===== config.mk =====
export PLATFORM = sky130hd
export DESIGN_NAME = bitstream_serializer_flat
export DESIGN_NICKNAME = d
export VERILOG_FILES = /design/src/rtl/bitstream_serializer_if.sv /design/src/rtl/bitstream_serializer.sv /design/src/flat_wrapper.sv
export SDC_FILE = /design/constraint.sdc
export NUM_CORES = 1
export LEC_CHECK = 0
export ABC_AREA = 1
export CAP_MARGIN = 20
export CORE_MARGIN = 10
export CORE_UTILIZATION = 54
export CTS_CLUSTER_DIAMETER = 60
export DETAILED_ROUTE_END_ITERATION = 10
export MAX_ROUTING_LAYER = met4
export PLACE_DENSITY = 0.83
export SLEW_MARGIN = 10
export SYNTH_ARGS = -nofsm -noshare
export SYNTH_HDL_FRONTEND = slang
export SYNTH_SLANG_ARGS = --single-unit

===== constraint.sdc =====
create_clock -name clk -period 4.7 [get_ports clk]
set_clock_uncertainty 0.1 [all_clocks]
set_input_delay 0.94 -clock clk [delete_from_list [all_inputs] [get_ports clk]]
set_output_delay 0.94 -clock clk [all_outputs]
set_load 0.1 [all_outputs]

===== src/rtl/bitstream_serializer_if.sv =====
// Handshake/stream bundle for bitstream_serializer.
//   in_data/in_valid/in_ready : parallel word handshake (producer -> serializer)
//   x/x_valid                 : serial bit stream toward a bit-serial detector
//   busy/done                 : word-in-flight status and final-bit pulse
// master modport = word producer / stream consumer side, slave = serializer side.
interface bitstream_serializer_if #(
  parameter int WIDTH = 8
) ();
  logic [WIDTH-1:0] in_data;
  logic             in_valid;
  logic             in_ready;
  logic             x;
  logic             x_valid;
  logic             busy;
  logic             done;

  modport master (
    output in_data, in_valid,
    input  in_ready, x, x_valid, busy, done
  );

  modport slave (
    input  in_data, in_valid,
    output in_ready, x, x_valid, busy, done
  );
endinterface


===== src/rtl/bitstream_serializer.sv =====
// bitstream_serializer: takes WIDTH-bit words over valid/ready and shifts them out
// one bit per clock on x, feeding a bit-serial sequence detector. Back-to-back words
// produce a gap-free stream so patterns spanning word boundaries stay visible.
//   clk  : rising-edge clock
//   rst  : synchronous reset, active-high
//   bus  : bitstream_serializer_if.slave (in_data, in_valid, in_ready, x, x_valid,
//          busy, done)
// Parameters: WIDTH (>=2), MSB_FIRST (1: in_data[WIDTH-1] first), GAP (0..15 idle
// cycles after each word).
// Optional feature macro: SER_PARITY_EN -- appends an even-parity bit (^word) after
// the data bits; done moves to that parity cycle. Undefined: no PARITY state at all.
// x, x_valid, done and busy are registered; in_ready is decoded from state and bit
// count only, never from in_valid.
module bitstream_serializer #(
  parameter int WIDTH     = 8,
  parameter int MSB_FIRST = 1,
  parameter int GAP       = 0
) (
  input logic                  clk,
  input logic                  rst,
  bitstream_serializer_if.slave bus
);

  localparam int CW = $clog2(WIDTH);
  localparam logic [CW-1:0] LAST     = CW'(WIDTH - 1);
  localparam logic [CW-1:0] PRE_LAST = CW'(WIDTH - 2);
  localparam logic [3:0]    GAP_LAST = (GAP > 0) ? 4'(GAP - 1) : 4'd0;

  localparam logic [1:0] ST_IDLE   = 2'd0;
  localparam logic [1:0] ST_SHIFT  = 2'd1;
`ifdef SER_PARITY_EN
  localparam logic [1:0] ST_PARITY = 2'd2;
`endif
  localparam logic [1:0] ST_GAP    = 2'd3;
  // Where a finished word goes when nothing new is accepted on its final bit.
  localparam logic [1:0] ST_AFTER  = (GAP > 0) ? ST_GAP : ST_IDLE;

  logic [1:0]       state, nxt_state;
  logic [CW-1:0]    cnt, nxt_cnt;
  logic [3:0]       gcnt, nxt_gcnt;
  logic [WIDTH-1:0] sh, nxt_sh;
  logic             x_q, nxt_x;
  logic             xv_q, nxt_xv;
  logic             done_q, nxt_done;
  logic             busy_q;
  logic             ready;
  logic             accept;
`ifdef SER_PARITY_EN
  logic             par_q, nxt_par;
`endif

  // Bit that goes out next from a word/residue held in the shift register.
  function automatic logic first_bit(input logic [WIDTH-1:0] w);
    if (MSB_FIRST != 0) return w[WIDTH-1];
    else                return w[0];
  endfunction

  // Drop the bit just emitted so the following one sits at the output end.
  function automatic logic [WIDTH-1:0] shift_once(input logic [WIDTH-1:0] w);
    if (MSB_FIRST != 0) return {w[WIDTH-2:0], 1'b0};
    else                return {1'b0, w[WIDTH-1:1]};
  endfunction

  // Ready in IDLE, and on the final emitted bit when no gap follows, so the next
  // word's first bit lands on the very next cycle.
  always_comb begin
    ready = 1'b0;
    case (state)
      ST_IDLE:   ready = 1'b1;
`ifdef SER_PARITY_EN
      ST_SHIFT:  ready = 1'b0;
      ST_PARITY: ready = (GAP == 0);
`else
      ST_SHIFT:  ready = (GAP == 0) && (cnt == LAST);
`endif
      default:   ready = 1'b0;
    endcase
  end

  assign accept = bus.in_valid && ready;

  // Next-state and next-output decode. Outputs are computed one cycle ahead and
  // registered, so the register x_q always holds the bit of the current cycle.
  always_comb begin
    nxt_state = state;
    nxt_cnt   = cnt;
    nxt_gcnt  = gcnt;
    nxt_sh    = sh;
    nxt_x     = 1'b0;
    nxt_xv    = 1'b0;
    nxt_done  = 1'b0;
`ifdef SER_PARITY_EN
    nxt_par   = par_q;
`endif
    if (accept) begin
      // First bit goes out directly; the register keeps the remaining bits.
      nxt_state = ST_SHIFT;
      nxt_cnt   = '0;
      nxt_sh    = shift_once(bus.in_data);
      nxt_x     = first_bit(bus.in_data);
      nxt_xv    = 1'b1;
`ifdef SER_PARITY_EN
      nxt_par   = ^bus.in_data;
`endif
    end else begin
      case (state)
        ST_SHIFT: begin
          if (cnt != LAST) begin
            nxt_cnt = cnt + 1'b1;
            nxt_x   = first_bit(sh);
            nxt_sh  = shift_once(sh);
            nxt_xv  = 1'b1;
`ifdef SER_PARITY_EN
            nxt_done = 1'b0;
`else
            // The bit being loaded is the last data bit of the word.
            nxt_done = (cnt == PRE_LAST);
`endif
          end else begin
`ifdef SER_PARITY_EN
            nxt_state = ST_PARITY;
            nxt_x     = par_q;
            nxt_xv    = 1'b1;
            nxt_done  = 1'b1;
`else
            nxt_state = ST_AFTER;
            nxt_gcnt  = '0;
`endif
          end
        end
`ifdef SER_PARITY_EN
        ST_PARITY: begin
          nxt_state = ST_AFTER;
          nxt_gcnt  = '0;
        end
`endif
        ST_GAP: begin
          if (gcnt == GAP_LAST) nxt_state = ST_IDLE;
          else                  nxt_gcnt  = gcnt + 1'b1;
        end
        default: nxt_state = ST_IDLE;
      endcase
    end
  end

  always_ff @(posedge clk) begin
    if (rst) begin
      state  <= ST_IDLE;
      cnt    <= '0;
      gcnt   <= '0;
      sh     <= '0;
      x_q    <= 1'b0;
      xv_q   <= 1'b0;
      done_q <= 1'b0;
      busy_q <= 1'b0;
`ifdef SER_PARITY_EN
      par_q  <= 1'b0;
`endif
    end else begin
      state  <= nxt_state;
      cnt    <= nxt_cnt;
      gcnt   <= nxt_gcnt;
      sh     <= nxt_sh;
      x_q    <= nxt_x;
      xv_q   <= nxt_xv;
      done_q <= nxt_done;
      busy_q <= (nxt_state != ST_IDLE);
`ifdef SER_PARITY_EN
      par_q  <= nxt_par;
`endif
    end
  end

  assign bus.in_ready = ready;
  assign bus.x        = x_q;
  assign bus.x_valid  = xv_q;
  assign bus.done     = done_q;
  assign bus.busy     = busy_q;

endmodule


===== src/flat_wrapper.sv =====
// flat-port wrapper written by rule: the top's interface ports become plain ports
module bitstream_serializer_flat 
#(
  parameter int WIDTH     = 8,
  parameter int MSB_FIRST = 1,
  parameter int GAP       = 0
)
  (clk, rst, bus_in_data, bus_in_valid, bus_in_ready, bus_x, bus_x_valid, bus_busy, bus_done);
  bitstream_serializer_if #(.WIDTH(WIDTH)) bus_i ();
  input logic clk;
  input logic rst;
  input wire logic [$bits(bus_i.in_data)-1:0] bus_in_data;
  input wire logic [$bits(bus_i.in_valid)-1:0] bus_in_valid;
  output wire logic [$bits(bus_i.in_ready)-1:0] bus_in_ready;
  output wire logic [$bits(bus_i.x)-1:0] bus_x;
  output wire logic [$bits(bus_i.x_valid)-1:0] bus_x_valid;
  output wire logic [$bits(bus_i.busy)-1:0] bus_busy;
  output wire logic [$bits(bus_i.done)-1:0] bus_done;
  assign bus_i.in_data = bus_in_data;
  assign bus_i.in_valid = bus_in_valid;
  assign bus_in_ready = bus_i.in_ready;
  assign bus_x = bus_i.x;
  assign bus_x_valid = bus_i.x_valid;
  assign bus_busy = bus_i.busy;
  assign bus_done = bus_i.done;
  bitstream_serializer #(.WIDTH(WIDTH), .MSB_FIRST(MSB_FIRST), .GAP(GAP)) u_core (.clk(clk), .rst(rst), .bus(bus_i));
endmodule

==> results_dict.tcl, run 1 <==
set metrics [dict create \
    rows 14 \
    timing.rr.start "u_core.cnt[0]" \
    switching_share_pct 29.6 \
    dieWidth_um 61.7 \
    ant_nets 0 \
    powerDensity_nw_per_um2 289 \
    design_area_sq_um 1120 \
    p_seq_share_pct 56.6 \
    start_util_pct 59.4 \
    hold_viol_final 0 \
    endpoint_kind "output port" \
    vias 888 \
    portBuffers 15 \
    ys_async_sr_fraction_pct 0 \
    nets 164 \
    drtIter0Drc 27 \
    syn_inst 129 \
    outcome "completed" \
    die_height_um 61.7 \
    detail_route.wl_per_cell_um 12.7 \
    fmax_mhz 281 \
    dr.pass1.iters 4 \
    insertion_delay_ns 0.30 \
    setup_tns_ns 0 \
    p_leak_uw 0.000469 \
    grt_overflow 0 \
    cts_repair_resize_count 0 \
    combinationalPowerShare_pct 18.4 \
    place_congestion 0.806 \
    fin_crit_sh_pct 75.8 \
    fin_crit_ns 3.56 \
    grt_max_degree 15 \
    route.detailed.drc 0 \
    worstHoldStart "u_core.sh[2]" \
    maxCapViolCount 0 \
    io_pins 16 \
    rsz0062_at_grt "no" \
    holdWs_ns 0.393 \
    maxSlewViolCount 0 \
    synth_ff_type "dfxtp_1" \
    yosysUniqueCellTypes 19 \
    hold_class "register to register" \
    htree_levels 1 \
    first_global_vias 800 \
    cp.arrival_ns 2.52 \
    cts.sinks 20 \
    setup_viol 0 \
    path_clk_slew_ns 0.10 \
    placed_cells 158 \
    internal-power_uw 228 \
    yosysWarnings 0 \
    p_clk_share_pct 25.0 \
    fp.coreArea_sq_um 1580 \
    syn_nets 146 \
    wirelength_mm 2.04 \
    synth_edf_count 0 \
    cts-hold-fix-buffers 0 \
    ctsLongestPathBuffers 2 \
    startpoint "u_core.cnt[0]" \
    grt_usage_pct 12.3 \
    synthesis.area_sq_um 937 \
    tightest_slew_ns 0.971 \
    cts_setup_buffers 0 \
    slew_headroom_pct 35.1 \
    syn_area_per_cell_sq_um 7.26 \
    cts_made_buffers 3 \
    antenna_found_initial 0 \
    root_buffer "clkbuf_4" \
    cts_tree "built" \
    vdd_drop_max_mv 0.208 \
    power.switching_uw 95.9 \
    synth_seq_cells 20 \
    via_per_inst 5.52 \
    layout.cells.non_filler 161 \
    critPathLaunchType "register" \
    worstPathRequired_ns 3.66 \
    synth.yosys.seq_area_share_pct 42.7 \
    path_class "register to output port" \
    crit_fanout 4 \
    hpwl_mm 1.52 \
    die_area_sq_um 3800 \
    grt_pass1_wl_mm 3.44 \
    layout-drive-gt1-share_pct 4.14 \
    post_dp_cell_area_sq_um 1100 \
    antenna-diode-count 0 \
    area_growth_pct 19.6 \
]
[cells in the final DEF, fill, tap and decap left out, drive strengths merged]
master | synthesis | routed
nand3 | 8 | 8
o21bai | 2 | 2
nand3b | 1 | 1
nor2 | 10 | 10
inv | 15 | 15
nand2 | 39 | 39
a41oi | 1 | 1
ha | 6 | 6
a21oi | 12 | 12
nand4 | 1 | 1
clkbuf | 1 | 3
a31oi | 5 | 5
o21ai | 5 | 5
dfxtp | 20 | 20
or2 | 2 | 2
clkdlybuf4s50 | 0 | 15
[per-layer routing]
metal / share of wire [%] / global-route usage (%)
met2: 45 / 17.6
met4: 1.9 / 6.37
met3: 8.3 / 3.91
met5: 0 / -
met1: 45 / 15.2
[stage by stage]
stage | total power [uW] | setup slack, ns | util (%)
after floorplan | 227 | 1.57 | -
after global placement | 245 | 1.53 | 69.7
after detailed placement | 246 | 1.48 | 69.7
after CTS | 324 | 1.13 | 71.1
after global routing | 336 | 1.02 | 71.1
final | 324 | 1.14 | 71.1
[cells in the mapped netlist, types with 5 or more instances]
cell type / instances / area, sq um
nand2_1: 39 / 146
dfxtp_1: 20 / 400
inv_1: 15 / 56.3
a21oi_1: 12 / 60.1
nor2_1: 9 / 33.8
nand3_1: 8 / 40.0
ha_1: 6 / 75.1
a31oi_1: 5 / 31.3
o21ai_0: 5 / 25.0
[layout make-up]
type | instances | area (sq um)
multi-input combinational | 92 | 472
inverter | 15 | 56.3
timing repair buffer | 15 | 150
sequential | 20 | 400
fill | 131 | 455
clock buffer | 3 | 22.5
tap | 16 | 20.0
[power groups by stage]
stage / combinational (uW) / sequential [uW] / clock [uW]
after floorplan: 28.9 / 198 / 0
after global placement: 58.2 / 187 / 0
after detailed placement: 59.1 / 187 / 0
after CTS: 59.6 / 183 / 81.1
after global routing: 65.5 / 185 / 85.7
final: 59.8 / 183 / 80.9
[critical path, stage by stage (launching register included)]
cell,delay (ns)
dfxtp_1,0.37
ha_1,0.19
ha_1,0.23
nor2_1,0.09
nor2_1,0.16
clkdlybuf4s50_1,1.17
[registers in the layout, summed over array words and instances (netlist names)]
signal	count
u_core.bus.busy	1
u_core.cnt	3
u_core.bus.x	1
u_core.sh	7
u_core.bus.x_valid	1
u_core.state	2
u_core.gcnt	4
u_core.bus.done	1
[final timing paths]
check                      end  slack (ns)  cells past startpoint
setup reg to reg  u_core.sh[6]        2.74                      8
hold / removal    u_core.sh[3]        0.39                      2
hold reg to reg   u_core.sh[3]        0.39                      2
setup / recovery  bus_in_ready        1.14                      5
[kinds of logic after synthesis]
logic type	Yosys count	synth area share (%)
buffers and inverters	17	6.94
and+or+nand+nor	61	27.0
DFF	20	42.7
adders and majority gates	6	8.01
AOI/OAI and AO/OA	25	15.4
Power figures use the tool's default switching activity.
==> inputs of run 2 (changes only) <==
- CORE_UTILIZATION: 54 -> 50
- PLACE_DENSITY: 0.83 -> 0.78
- clock period: 4.7 -> 3.59 ns (I/O delays scaled with it)
==> run 2 against run 1 <==
  * Flip-flop and latch count unchanged
  * Sequential power increased by 31%
  * Core utilization shrank 5.6 points
  * Non-clock buffer count did not move
  * Largest power group unchanged
  * Critical endpoint is now bus_x
  * Highest routed layer unchanged
  * First-iteration DRC count is 7.4% lower
  * Critical path type unchanged
  * Power grew 37%
==> results_dict.tcl, run 2 (synthesized netlist as in run 1, its figures left out) <==
set metrics [dict create \
    fin_crit_ns 2.56 \
    maxCapViolCount 0 \
    grt_max_degree 15 \
    design_area_sq_um 1140 \
    cp-endpoint "bus_x" \
    path_delay_family "buffers and inverters" \
    post_dp_cell_area_sq_um 1110 \
    fmax_mhz 391 \
    hpwl_mm 1.47 \
    ctsLongestPathBuffers 2 \
    cts_made_buffers 3 \
    path_clk_slew_ns 0.10 \
    rows 15 \
    place_congestion 0.782 \
    hold_viol_final 0 \
    via_per_inst 4.99 \
    cp.arrival_ns 1.74 \
    vias 853 \
    powerDensity_nw_per_um2 389 \
    worstPathRequired_ns 2.77 \
    holdWs_ns 0.377 \
    timing.rr.start "u_core.cnt[1]" \
    rsz0062_at_grt "no" \
    crit_fanout 1 \
    antenna_found_initial 0 \
    dp_worst_setup_slack_ns 1.20 \
    io_pins 16 \
    largest_register "u_core.sh" \
    path_buf_inv 1 \
    grt_usage_pct 9.65 \
    slowest_delay_ns 1.13 \
    drtIter0Drc 25 \
    r2r_end "u_core.sh[6]" \
    outcome "completed" \
    maxSlewViolCount 0 \
    vdd_drop_max_mv 0.274 \
    endpoint_kind "output port" \
    first_global_vias 755 \
    p_total_uw 445 \
    top_regs "u_core.sh x7, u_core.gcnt x4, u_core.cnt x3" \
    setup_viol 0 \
    antenna-diode-count 0 \
    dieWidth_um 63.3 \
    tightest_slew_ns 0.975 \
    path_cells "clkdlybuf4s50_1" \
    layout_commonest_cell "nand2_1" \
    fin_crit_sh_pct 71.3 \
    final_cell_mix "39 x nand2_1, 20 x dfxtp_1, 15 x inv_1" \
    cp.depth 1 \
    slew_headroom_pct 34.8 \
    largest_reg_flops 7 \
    worstRegToRegCells 8 \
    holdPathStages 2 \
    fin_ws_ns 1.03 \
    grt_overflow 0 \
    die_height_um 63.3 \
    hold_class "register to register" \
    htree_levels 1 \
    route.detailed.drc 0 \
    startpoint "u_core.bus.x" \
    die_area_sq_um 4010 \
    layout-drive-gt1-share_pct 5.48 \
    root_buffer "clkbuf_4" \
    wirelength_mm 1.89 \
    dr.pass1.iters 4 \
    p_leak_uw 0.000476 \
    critPathLaunchType "register" \
    nets 164 \
    start_util_pct 53.7 \
    setup_tns_ns 0 \
    ant_nets 0 \
    cts_setup_buffers 0 \
    cp_slowest_cell "clkdlybuf4s50_1" \
    cts_tree "built" \
    portBuffers 15 \
    cts_repair_resize_count 0 \
    path_class "register to output port" \
    fp.coreArea_sq_um 1750 \
    insertion_delay_ns 0.30 \
    ff2ff_setup_slack_ns 1.61 \
    area_growth_pct 22.0 \
    cts.sinks 20 \
    grt_pass1_wl_mm 3.19 \
    cts-hold-fix-buffers 0 \
    detail_route.wl_per_cell_um 11.1 \
]
run 2: cell types whose count changed in the layout (fill, tap and decap cells not counted), sizes merged:
cell	delta
buf	+1
clkdlybuf4s50	-1
clkbuf	+1
run 2: cell type report:
type / count / area (sq um)
Clock buffer: 4 / 36.3
Fill cell: 159 / 602
Inverter: 15 / 56.3
Multi-Input combinational cell: 92 / 472
Sequential cell: 20 / 400
Tap cell: 25 / 31.3
Timing Repair Buffer: 15 / 148
run 2: where the power goes:
part / switching, uW / internal (uW) / leakage [uW]
Sequential: 7.01 / 233 / 0.000164
Combinational: 50.7 / 26.5 / 0.000291
Clock: 66.3 / 61.8 / 0.0000210
Total: 124 / 321 / 0.000476
run 2: worst min path at each step:
stage,from,endpoint,slack (ns)
floorplan,u_core.sh[1],u_core.sh[1],0.34
global placement,u_core.sh[7],u_core.bus.x,0.36
detailed placement,u_core.sh[7],u_core.bus.x,0.36
CTS,u_core.sh[7],u_core.bus.x,0.38
global route,u_core.cnt[0],u_core.cnt[0],0.41
finish,u_core.sh[7],u_core.bus.x,0.38
run 2: layer usage:
metal  wire length [um]  track usage (%)  vias up
met2                864             14.6       18
met4                 18             4.10        0
met5                  0                -        -
met1                924             11.6      380
li1                   -                -      453
met3                 87             2.83        2
run 2: worst register-to-register path, stage by stage, from the launching register on:
cell and delay (ns):
dfxtp_1 0.38, ha_1 0.20, ha_1 0.26, inv_1 0.06
nand2_1 0.05, nand3_1 0.30, or2_2 0.40, nand2_1 0.06
a21oi_1 0.06
run 2: per-stage QoR:
stage          cells  util, %
3_3_place_gp     167     63.4
6_report         171     65.5
3_5_place_dp     167     63.4
2_1_floorplan    129        -
5_1_grt          171     65.5
4_1_cts          171     65.5
==> inputs of run 3 (changes only) <==
- clock period: 3.59 -> 2.4 ns (I/O delays scaled with it)
==> run 3 against run 2 <==
  * Hold slack gained 0.0012 ns
  * Sequential power grew 49%
  * Global-route usage is essentially flat
  * Flip-flop and latch count is the same
  * Sequential share of layout area shrank 0.60 points
  * Combinational power grew 57%
  * Power grew 50%
==> results_dict.tcl, run 3 (synthesized netlist as in run 1, its figures left out) <==
set metrics [dict create \
    outcome "completed" \
    grt_usage_pct 9.64 \
    fin_crit_sh_pct 89.6 \
    fin_crit_ns 2.15 \
    route.detailed.drc 0 \
    vdd_drop_max_mv 0.322 \
    dieWidth_um 63.3 \
    cts.sinks 20 \
    start_util_pct 53.7 \
    p_total_uw 667 \
    grt_overflow 0 \
    cts_setup_buffers 0 \
    crit_fanout 4 \
    hold_class "register to register" \
    hpwl_mm 1.47 \
    cts_repair_resize_count 0 \
    cp.arrival_ns 1.57 \
    tightest_slew_ns 0.325 \
    root_buffer "clkbuf_4" \
    fmax_mhz 465 \
    fp.coreArea_sq_um 1750 \
    largest_register "u_core.sh" \
    critPathLaunchType "register" \
    ctsLongestPathBuffers 2 \
    maxSlewViolCount 0 \
    antenna_found_initial 0 \
    rows 15 \
    powerDensity_nw_per_um2 573 \
    wirelength_mm 1.89 \
    nets 166 \
    insertion_delay_ns 0.29 \
    via_per_inst 4.94 \
    die_height_um 63.3 \
    finalCoreUtilization_pct 66.7 \
    detail_route.wl_per_cell_um 10.9 \
    p_leak_uw 0.000498 \
    dr.pass1.iters 4 \
    path_clk_slew_ns 0.11 \
    area_growth_pct 24.2 \
    endpoint_kind "output port" \
    rsz0062_at_grt "no" \
    die_area_sq_um 4010 \
    final_cell_mix "39 x nand2_1, 20 x dfxtp_1, 15 x inv_1" \
    cts_made_buffers 3 \
    setup_viol 0 \
    worstPathRequired_ns 1.82 \
    grt_pass1_wl_mm 3.19 \
    path_class "register to output port" \
    layout-drive-gt1-share_pct 10.1 \
    io_pins 16 \
    cts-hold-fix-buffers 0 \
    ant_nets 0 \
    setup_tns_ns 0 \
    multi_input_area_sq_um 474 \
    grt_max_degree 14 \
    htree_levels 1 \
    portBuffers 15 \
    slew_headroom_pct 78.4 \
    fill_cells 151 \
    drtIter0Drc 48 \
    hold_viol_final 0 \
    vias 855 \
    maxCapViolCount 0 \
    place_congestion 0.816 \
    antenna-diode-count 0 \
    layout_commonest_cell "nand2_1" \
    first_global_vias 749 \
    top_regs "u_core.sh x7, u_core.gcnt x4, u_core.cnt x3" \
    largest_reg_flops 7 \
    holdWs_ns 0.378 \
    seqCellArea_sq_um 400 \
    cts_tree "built" \
]
-- run 3: cell types whose count changed in the layout (fill, tap and decap cells not counted), sizes merged --
cell,delta
clkdlybuf4s50,-4
buf,+6
-- run 3: per-stage QoR --
| step | instances | cell area, sq um | setup slack, ns |
|---|---|---|---|
| detailed placement | 169 | 1130 | 0.580 |
| CTS | 173 | 1160 | 0.249 |
| global placement | 169 | 1130 | 0.607 |
| finish | 173 | 1160 | 0.250 |
| floorplan | 129 | 940 | 0.211 |
| global route | 173 | 1160 | 0.132 |
-- run 3: path summary, 6_finish.rpt --
kind | from | cells past startpoint | slack [ns] | endpoint
max | u_core.cnt[0] | 5 | 0.25 | bus_in_ready
min | u_core.sh[6] | 2 | 0.38 | u_core.sh[6]
max reg2reg | u_core.cnt[0] | 8 | 0.69 | u_core.sh[6]
min reg2reg | u_core.sh[6] | 2 | 0.38 | u_core.sh[6]
-- run 3: layout make-up --
| cell class | count | share of cell area, % |
|---|---|---|
| tap | 25 | 2.69 |
| inverter | 15 | 4.84 |
| multi-input combinational | 92 | 40.8 |
| timing repair buffer | 17 | 14.2 |
| clock buffer | 4 | 3.12 |
| sequential | 20 | 34.4 |
-- run 3: per-layer routing --
layer / track usage, % / share of wire (%) / wire length [um]
met1: 11.8 / 50 / 948
met2: 14.6 / 44 / 836
met3: 2.47 / 5.0 / 94
met4: 4.10 / 0.69 / 13
met5: - / 0 / 0
-- run 3: power breakdown --
| part | internal [uW] | switching (uW) |
|---|---|---|
| Sequential | 348 | 9.93 |
| Clock | 92.3 | 95.2 |
| Combinational | 44.1 | 77.0 |
-- run 3: critical path: stages, from the launching register on --
cell and delay (ns):
dfxtp_1 0.34, ha_1 0.22, ha_1 0.24, nor2_1 0.22
nor2_2 0.09, buf_12 0.17
